## src/rtl/gin_pkg.sv

```systemverilog
// Shared constants and helpers for the global input network.
package gin_pkg;

    localparam int XBUS_NUMS_DEF = 12;
    localparam int PE_NUMS_DEF   = 14;
    localparam int ID_LEN_DEF    = 5;
    localparam int ROW_LEN_DEF   = 4;
    localparam int VALUE_LEN_DEF = 8;

    // All-ones marks a register as unmapped; it never matches any tag.
    localparam logic [ROW_LEN_DEF-1:0] UNMAPPED_ROW = '1;
    localparam logic [ID_LEN_DEF-1:0]  UNMAPPED_ID  = '1;

    // Flat PE index used for the ID chain, pe_ready and pe_enable_data.
    function automatic int pe_index(input int bus, input int pe, input int pe_nums);
        return bus * pe_nums + pe;
    endfunction

endpackage

```

## src/rtl/gin_xbus.sv

```systemverilog
// One horizontal bus: row compare, per-PE ID compare, local ready-AND
// and enable gating from the global ready.
module gin_xbus #(
    parameter int PE_NUMS = 14,
    parameter int ID_LEN  = 5,
    parameter int ROW_LEN = 4
) (
    input  logic [ROW_LEN-1:0]         row_reg,
    input  logic [PE_NUMS*ID_LEN-1:0]  id_reg,
    input  logic [ROW_LEN-1:0]         row_tag,
    input  logic [ID_LEN-1:0]          col_tag,
    input  logic                       enable,
    input  logic [PE_NUMS-1:0]         pe_ready,
    input  logic                       ready,
    output logic                       bus_ok,
    output logic [PE_NUMS-1:0]         pe_en
);

    logic               row_hit;
    logic [PE_NUMS-1:0] match;

    // Match each PE against the tag; unmapped (all-ones) registers never hit.
    always_comb begin
        row_hit = enable && (row_reg == row_tag) && (row_reg != {ROW_LEN{1'b1}});
        match   = '0;
        for (int p = 0; p < PE_NUMS; p++) begin
            match[p] = row_hit
                && (id_reg[p*ID_LEN +: ID_LEN] == col_tag)
                && (id_reg[p*ID_LEN +: ID_LEN] != {ID_LEN{1'b1}});
        end
    end

    // A bus blocks the transfer only if one of its targets is not ready.
    assign bus_ok = &(~match | pe_ready);
    assign pe_en  = match & {PE_NUMS{ready}};

endmodule

```

## src/rtl/global_input_network.sv

```systemverilog
// Global input network: row/ID scan chains, per-bus match logic and an
// atomic multicast handshake to the PE array.
module global_input_network
    import gin_pkg::*;
#(
    parameter int XBUS_NUMS = XBUS_NUMS_DEF,
    parameter int PE_NUMS   = PE_NUMS_DEF,
    parameter int ID_LEN    = ID_LEN_DEF,
    parameter int ROW_LEN   = ROW_LEN_DEF,
    parameter int VALUE_LEN = VALUE_LEN_DEF
) (
    input  logic                                      clk,
    input  logic                                      rst,
    input  logic                                      enable,
    output logic                                      ready,
    input  logic [ROW_LEN-1:0]                        row_tag,
    input  logic [ID_LEN-1:0]                         col_tag,
    input  logic [VALUE_LEN-1:0]                      value,
    input  logic                                      set_row,
    input  logic [ROW_LEN-1:0]                        row_scan_in,
    output logic [ROW_LEN-1:0]                        row_scan_out,
    input  logic                                      set_id,
    input  logic [ID_LEN-1:0]                         id_scan_in,
    output logic [ID_LEN-1:0]                         id_scan_out,
    input  logic [XBUS_NUMS*PE_NUMS-1:0]              pe_ready,
    output logic [(VALUE_LEN+1)*XBUS_NUMS*PE_NUMS-1:0] pe_enable_data
);

    localparam int NPE = XBUS_NUMS * PE_NUMS;

    logic [XBUS_NUMS*ROW_LEN-1:0] row_q, row_d;
    logic [NPE*ID_LEN-1:0]        id_q, id_d;
    logic [XBUS_NUMS-1:0]         bus_ok;
    logic [NPE-1:0]               pe_en;
    logic                         cfg_busy;

    // Scan chains: element 0 sits in the LSBs and takes the scan input.
    always_comb begin
        row_d = row_q;
        id_d  = id_q;
        if (set_row) row_d = {row_q[(XBUS_NUMS-1)*ROW_LEN-1:0], row_scan_in};
        if (set_id)  id_d  = {id_q[(NPE-1)*ID_LEN-1:0], id_scan_in};
    end

    // Config registers reset to unmapped so nothing matches until loaded.
    always_ff @(posedge clk or negedge rst) begin
        if (!rst) begin
            row_q <= '1;
            id_q  <= '1;
        end else begin
            row_q <= row_d;
            id_q  <= id_d;
        end
    end

    assign row_scan_out = row_q[XBUS_NUMS*ROW_LEN-1 -: ROW_LEN];
    assign id_scan_out  = id_q[NPE*ID_LEN-1 -: ID_LEN];

    // Config shifts take priority over data; reset also holds ready low.
    assign cfg_busy = set_row | set_id;
    assign ready    = enable & rst & ~cfg_busy & (&bus_ok);

    for (genvar b = 0; b < XBUS_NUMS; b++) begin : g_xbus
        localparam int BASE = pe_index(b, 0, PE_NUMS);
        gin_xbus #(
            .PE_NUMS (PE_NUMS),
            .ID_LEN  (ID_LEN),
            .ROW_LEN (ROW_LEN)
        ) u_xbus (
            .row_reg  (row_q[b*ROW_LEN +: ROW_LEN]),
            .id_reg   (id_q[BASE*ID_LEN +: PE_NUMS*ID_LEN]),
            .row_tag  (row_tag),
            .col_tag  (col_tag),
            .enable   (enable),
            .pe_ready (pe_ready[BASE +: PE_NUMS]),
            .ready    (ready),
            .bus_ok   (bus_ok[b]),
            .pe_en    (pe_en[BASE +: PE_NUMS])
        );
    end

    // Pack enable bit above the broadcast data word for every PE.
    always_comb begin
        pe_enable_data = '0;
        for (int k = 0; k < NPE; k++) begin
            pe_enable_data[k*(VALUE_LEN+1) +: VALUE_LEN+1] = {pe_en[k], value};
        end
    end

endmodule

```

## config.mk

```make
export PLATFORM = sky130hd
export DESIGN_NAME = global_input_network
export DESIGN_NICKNAME = d
export VERILOG_FILES = /design/src/rtl/gin_pkg.sv /design/src/rtl/gin_xbus.sv /design/src/rtl/global_input_network.sv
export SDC_FILE = /design/constraint.sdc
export NUM_CORES = 2
export LEC_CHECK = 0
export BUFFER_PORTS_ARGS = -buffer_cell sky130_fd_sc_hd__buf_2
export CORE_AREA = 2 2 661 663
export CTS_CLUSTER_DIAMETER = 60
export DETAILED_ROUTE_END_ITERATION = 16
export DIE_AREA = 0 0 663 665
export GPL_TIMING_DRIVEN = 0
export PLACE_DENSITY = 0.38
export SLEW_MARGIN = 20
export SYNTH_ARGS = -nofsm -noshare
export SYNTH_HDL_FRONTEND = slang
export SYNTH_HIERARCHICAL = 1
export SYNTH_SLANG_ARGS = --single-unit
```

## constraint.sdc

```tcl
create_clock -name clk -period 4.3 [get_ports clk]
set_input_delay 0.645 -clock clk [delete_from_list [all_inputs] [get_ports clk]]
set_output_delay 0.645 -clock clk [all_outputs]
set_load 0.01 [all_outputs]
```

# ---- Yosys cells after proc, flatten, opt, wreduce, memory -nomap -nowiden
# Cells that the tools add are included.
dict set report totals {
  inputBits 199
  ramBits 0
  reg_bits 888
  mem_count 0
  latchBits 0
  mem_bits_ro 0
}
dict set report op_classes {
  n_eq_ne 360
  bitwise 41
  div 0
  n_shift 0
  magnitude_cmp 0
  n_reduce_logical 361
  addsub 0
  mux 0
  mul 0
}
# cell n
set ops {}
lappend ops {{5-bit equality test} 168}
lappend ops {{5-bit != test, second input constant} 168}
lappend ops {{1-bit logical AND} 360}
lappend ops {{14-bit bitwise AND} 12}
lappend ops {{14-bit inverter} 12}
lappend ops {{14-bit OR} 12}
lappend ops {{168-bit AND reduction} 1}
lappend ops {{4-bit equality test} 12}
lappend ops {{4-bit != test, second input constant} 12}
lappend ops {{1-bit bitwise AND} 3}
lappend ops {{1-bit inverter} 1}
lappend ops {{1-bit OR} 1}

# ---- Depth between registers and ports, before layout
dict set report depth {
  depth_word 10
  mapped_depth 13
  depth_no_buf 10
}

# ---- Modules after synthesis
# Netlist, hierarchy kept.
# mod seq_area_each_um2 instances area_each_um2 cells_per_inst
set modules_own_cells {}
lappend modules_own_cells {global_input_network 23332.4 1 46225.6 3233}
lappend modules_own_cells {gin_xbus 0.0 12 1192.4 170}

# ---- Worst setup path before layout
# No wires, ideal clock.
dict set report synth_path {
  kind {in2out}
  from {in col_tag[0]}
  to {out pe_enable_data[1043]}
  stages 12
  arrival_ps 3799
  n_path_buf 3
  path_slack_ps -144
  cell_sequence {buf_4 > buf_6 > a41oi_1 > o21ai_2 > o22ai_1 > or4_1 > o31ai_1 > nand4b_4 > nor4_2 > nand2_1 > clkbuf_1 > nor2_1}
}
dict set report synth_between {
  elab_chain_len 8
}
# element line
set synth_lines {}
lappend synth_lines {{start: declaration} global_input_network.sv:17} ;# input logic [ID_LEN-1:0] col_tag,
lappend synth_lines {{5-bit equality test} gin_xbus.sv:28} ;# && (id_reg[p*ID_LEN +: ID_LEN] == col_tag)
lappend synth_lines {{1-bit logical AND} gin_xbus.sv:28}
lappend synth_lines {{1-bit logical AND} gin_xbus.sv:29} ;# && (id_reg[p*ID_LEN +: ID_LEN] != {ID_LEN{1'b1}});
lappend synth_lines {{14-bit inverter} gin_xbus.sv:34} ;# assign bus_ok = &(~match | pe_ready);
lappend synth_lines {{14-bit OR} gin_xbus.sv:34}
lappend synth_lines {{168-bit AND reduction *} global_input_network.sv:61} ;# assign ready = enable & rst & ~cfg_busy & (&bus_ok);
lappend synth_lines {{1-bit bitwise AND *} global_input_network.sv:61}
lappend synth_lines {{named net ready} global_input_network.sv:15} ;# output logic ready,
lappend synth_lines {{14-bit bitwise AND *} gin_xbus.sv:35} ;# assign pe_en = match & {PE_NUMS{ready}};
lappend synth_lines {{end: declaration} global_input_network.sv:26} ;# output logic [(VALUE_LEN+1)*XBUS_NUMS*PE_NUMS-1:0] pe_enable_data
# The timed path passes the listed nets; every way through them passes the cells marked *.

# ---- Worst setup path in the final report
dict set report layout_path {
  from {reg id_q[264]}
  to {out pe_enable_data[1322]}
}
dict set report layout_between {
  elab_chain_len 8
}
# element line
set layout_lines {}
lappend layout_lines {{start: declaration} global_input_network.sv:32} ;# logic [NPE*ID_LEN-1:0] id_q, id_d;
lappend layout_lines {{start signal: assignment} global_input_network.sv:52} ;# id_q <= id_d;
lappend layout_lines {{5-bit equality test} gin_xbus.sv:28}
lappend layout_lines {{1-bit logical AND} gin_xbus.sv:28}
lappend layout_lines {{1-bit logical AND *} gin_xbus.sv:29}
lappend layout_lines {{14-bit inverter *} gin_xbus.sv:34}
lappend layout_lines {{14-bit OR *} gin_xbus.sv:34}
lappend layout_lines {{168-bit AND reduction *} global_input_network.sv:61}
lappend layout_lines {{1-bit bitwise AND *} global_input_network.sv:61}
lappend layout_lines {{14-bit bitwise AND *} gin_xbus.sv:35}
# Mark *: on every way between the ends. The rest lies on a longest branch, timed or not.

==> run summary <==
The flow ran to the end, but the final reports show violations. The checks that failed: negative setup slack. Nature of the critical path startpoint: a flip-flop. The worst setup path category was flip-flop to primary output. The synthesized design contains 888 register bits. Clock tree synthesis selected as its root buffer the cell clkbuf_16.

The type of the worst min-delay path is primary input to asynchronous set/reset pin. The die is 665 um tall. The signal on the critical path passes through a41oi_1 > o21ai_1 > o22ai_2 > or4_1 > o31ai_4 > nand4_1 > nor4_4 > buf_6 > nand2_8 > clkbuf_16 > nor2_4 > buf_6. The fraction of the cycle the final worst path needs was 126%; the detailed-route wire length was 216 mm. Data arrives at the worst endpoint at 4780 ps. In this run the static leakage power is 0.0375 uW.

The number of pins exceeding their max-slew limit in the final report is 0, and the fraction of the yosys area taken by sequential cells is 38.5%. The worst slack at placement is -3520 ps. The tools report the boundary pin count as 1721. TritonCTS built the clock tree. For this run the aggregate overflow at the end of global routing stands at 0. The run gives 3 as the largest buffer count on any clock path. Of all nets on the critical path, the largest fanout is 6. The initial antenna violation count was 46.

In this run the biggest area consumer among cell types represents 38.5% of the synthesized area. Measured against its own limit, the worst slew margin works out to 3.65%. The H-tree was split into 3 levels. The final worst-path setup slack is -1130 ps. Routed wirelength normalized by instance count: 16.6 um. The most area-hungry cell type in the Yosys netlist was dfstp_2. In this run the standard cell core region covers 0.433 sq mm. The critical path required time is 3650 ps, and the fraction of final layout cells with drive strength greater than 1 is 76.9%.

The TritonCTS buffer count was 115; the horizontal extent of the die was 663 um. The count of nets left with antenna violations once routing finished came out at 0. The count of input and output buffers is 1705, and the maximum VDD drop is 0.000361 V. Global routing consumed, over all layers together, 9.29% of the routing resources. The first global-routing pass estimated 311 mm of wire. The run gives 7366 as the number of nets at the end of the flow. The logs give 5 for the number of detailed-routing iterations run before antenna repair and 5273 for the number of standard cells after synthesis. Across the run, the number of max-cap violations was 0. The number of global-route vias before repair is 43200. Once the floorplan was initialized, standard cells occupied 14.0% of the core. The power density normalized to cell area is 310 mW/mm^2.

Half-perimeter wire length after detailed placement: 165 mm. The net count of the mapped netlist came out at 5472. For this run, design rule violations remaining after detail routing come to 0. The CTS clock-pin slew for the worst setup and hold paths is 60 ps.

In this run the cell area of the synthesized design comes to 0.0605 sq mm. Across all hold checks on the routed design, the worst slack comes to 55.6 ps. The smallest clock period supported by the final layout is computed as 5430 ps. The run gives 242 as the number of placement rows. The logs give 780 ps for the clock insertion delay at the later pin of the skew report and 1758 for the first-iteration detailed-routing DRC count. The slew at the pin with the worst max-slew slack was 1450 ps; the overall power was 25900 uW. Setup repair after global routing could not meet its margin everywhere. The number of different library cells in the post-synthesis netlist was 31; the final estimated routing congestion in global placement was 0.795. The die covers 0.441 sq mm. The logs give 169 for the pin count of the biggest net entering global routing and 888 for the total number of clock tree sinks.

From synthesis to final layout, the design area changed by 37.7%. Most common cell type on the critical path: buf_6. The tools report the category of the worst setup path capture point as a primary output. On the final layout, the worst clock skew is 86.0 ps.

For this design, the slowest cell found on the critical path is dfstp_2. The largest stage delay on the critical path works out to 570 ps. The run gives 0 as the hold violation total from the final report.

Via density per instance: 3.33. Synthesized area divided by synthesized cell count: 11.5 sq um. Based on the critical path, the design can be clocked at up to 0.184 GHz.

Yosys attributes the largest share of cell area to dfstp_2 39%, buf_4 17%, mux2_4 12%. Setup violations remaining at the end of the flow were counted as 169. The logs give 43300 for the overall via count from detail_route and 6 for the number of warnings issued by yosys.
==> repair_timing <==
item	CTS	global route
hold buffers	0	0
buffers inserted	38	9
endpoints found under the setup margin	169	169
cloned	11	0
resized for setup	492	76
pin swaps	170	15
==> per-stage QoR <==
stage                     util, %  TNS (ps)  cells  area, sq um
after detailed placement     17.7   -471120  12700        76600
final                        19.2   -156410  13000        83300
after CTS                    19.1   -202220  13000        82900
after floorplan                 -         0   5273        60500
after global placement       17.6         -  12700        76300
after global routing         19.2   -191040  13000        83300
==> layout make-up <==
class,count,area (sq um)
clock inverters,52,663
repair buffers,1777,10000
fillers,47300,350000
diodes,19,47.5
flip-flops and latches,888,23300
plain buffers,1596,12700
multi-input cells,2789,26000
well taps,5734,7170
clock buffers,163,3330
==> cells by family after synthesis <==
logic type / after synthesis / share of synthesized area, %
buffers and inverters: 1596 / 20.7
multiplexers: 888 / 19.6
flip-flops: 888 / 38.5
AND/OR/NAND/NOR: 797 / 6.22
XOR/XNOR: 708 / 10.2
AO/OA/AOI/OAI: 396 / 4.76
==> Yosys cell counts, drive strengths merged <==
library cell,n
nand4,50
o22a,12
dfstp,888
a41oi,120
o31ai,12
xnor2,12
or4,12
nor2,300
and4,12
o221ai,12
nand2,180
nand3,72
mux2,888
o21ai,180
xor2,696
o22ai,60
buf,1584
clkbuf,12
nor4,169
nand4b,2
==> report_power, final <==
group | leakage, uW | internal [uW] | switching, uW
combinational | 0.0263 | 2790 | 2370
clock | 0.00195 | 5860 | 4180
sequential | 0.00919 | 9720 | 932
==> final timing paths <==
check	startpoint	to	slack [ps]	cells after the start
min in group clk	row_scan_in[1]	row_q[1]	120	2
min	rst	id_q[180]	60	1
max	id_q[264]	pe_enable_data[1322]	-1130	12
max in group asynchronous	rst	id_q[771]	2540	4
min reg2reg	id_q[528]	id_q[533]	540	1
max reg2reg	id_q[493]	id_q[498]	3310	1
==> layer usage <==
layer / routed length [um] / up-vias / track usage, %
li1: - / 20600 / -
met2: 109000 / 1184 / 16.5
met3: 11000 / 269 / 1.89
met1: 90400 / 21300 / 11.4
met5: 95 / - / 0
met4: 5720 / 18 / 2.50
==> critical path: cells and delay by family (launching register included) <==
kind            cells  cell delay, ps
compound gates      4            1050
buf+inv             3             590
simple gates        5            1790
flops               1             570
==> cell usage in the layout (no fill, tap or decap), types with 7 or more instances in the layout <==
master     instances
dfstp_2          888
a41oi_1          104
nand3_1           72
mux2_4           490
nor4_1           167
nand2_1          168
bufinv_16          7
o21ai_1           30
buf_6            219
o22ai_1           48
clkinv_2          20
nor2_4            80
diode_2           19
o21ai_0           79
buf_8             23
mux2_2           398
o21ai_2           60
or4_1             10
o31ai_4            7
nand4_1           50
xor2_1           692
o22ai_2           11
o221ai_1          12
buf_16             8
buf_4           1409
xnor2_1           12
nor2_2            35
nor2_1           185
a41oi_2           16
buf_12            22
clkbuf_16        125
o21ai_4           11
and4_1            12
clkbuf_1          21
o22a_1            12
nand2_8           12
clkbuf_8          32
buf_2           1677
==> state kept, by name (all words and copies together), names as in the netlist <==
register  flops
row_q        48
id_q        840
(Power assumes the default switching activity.)
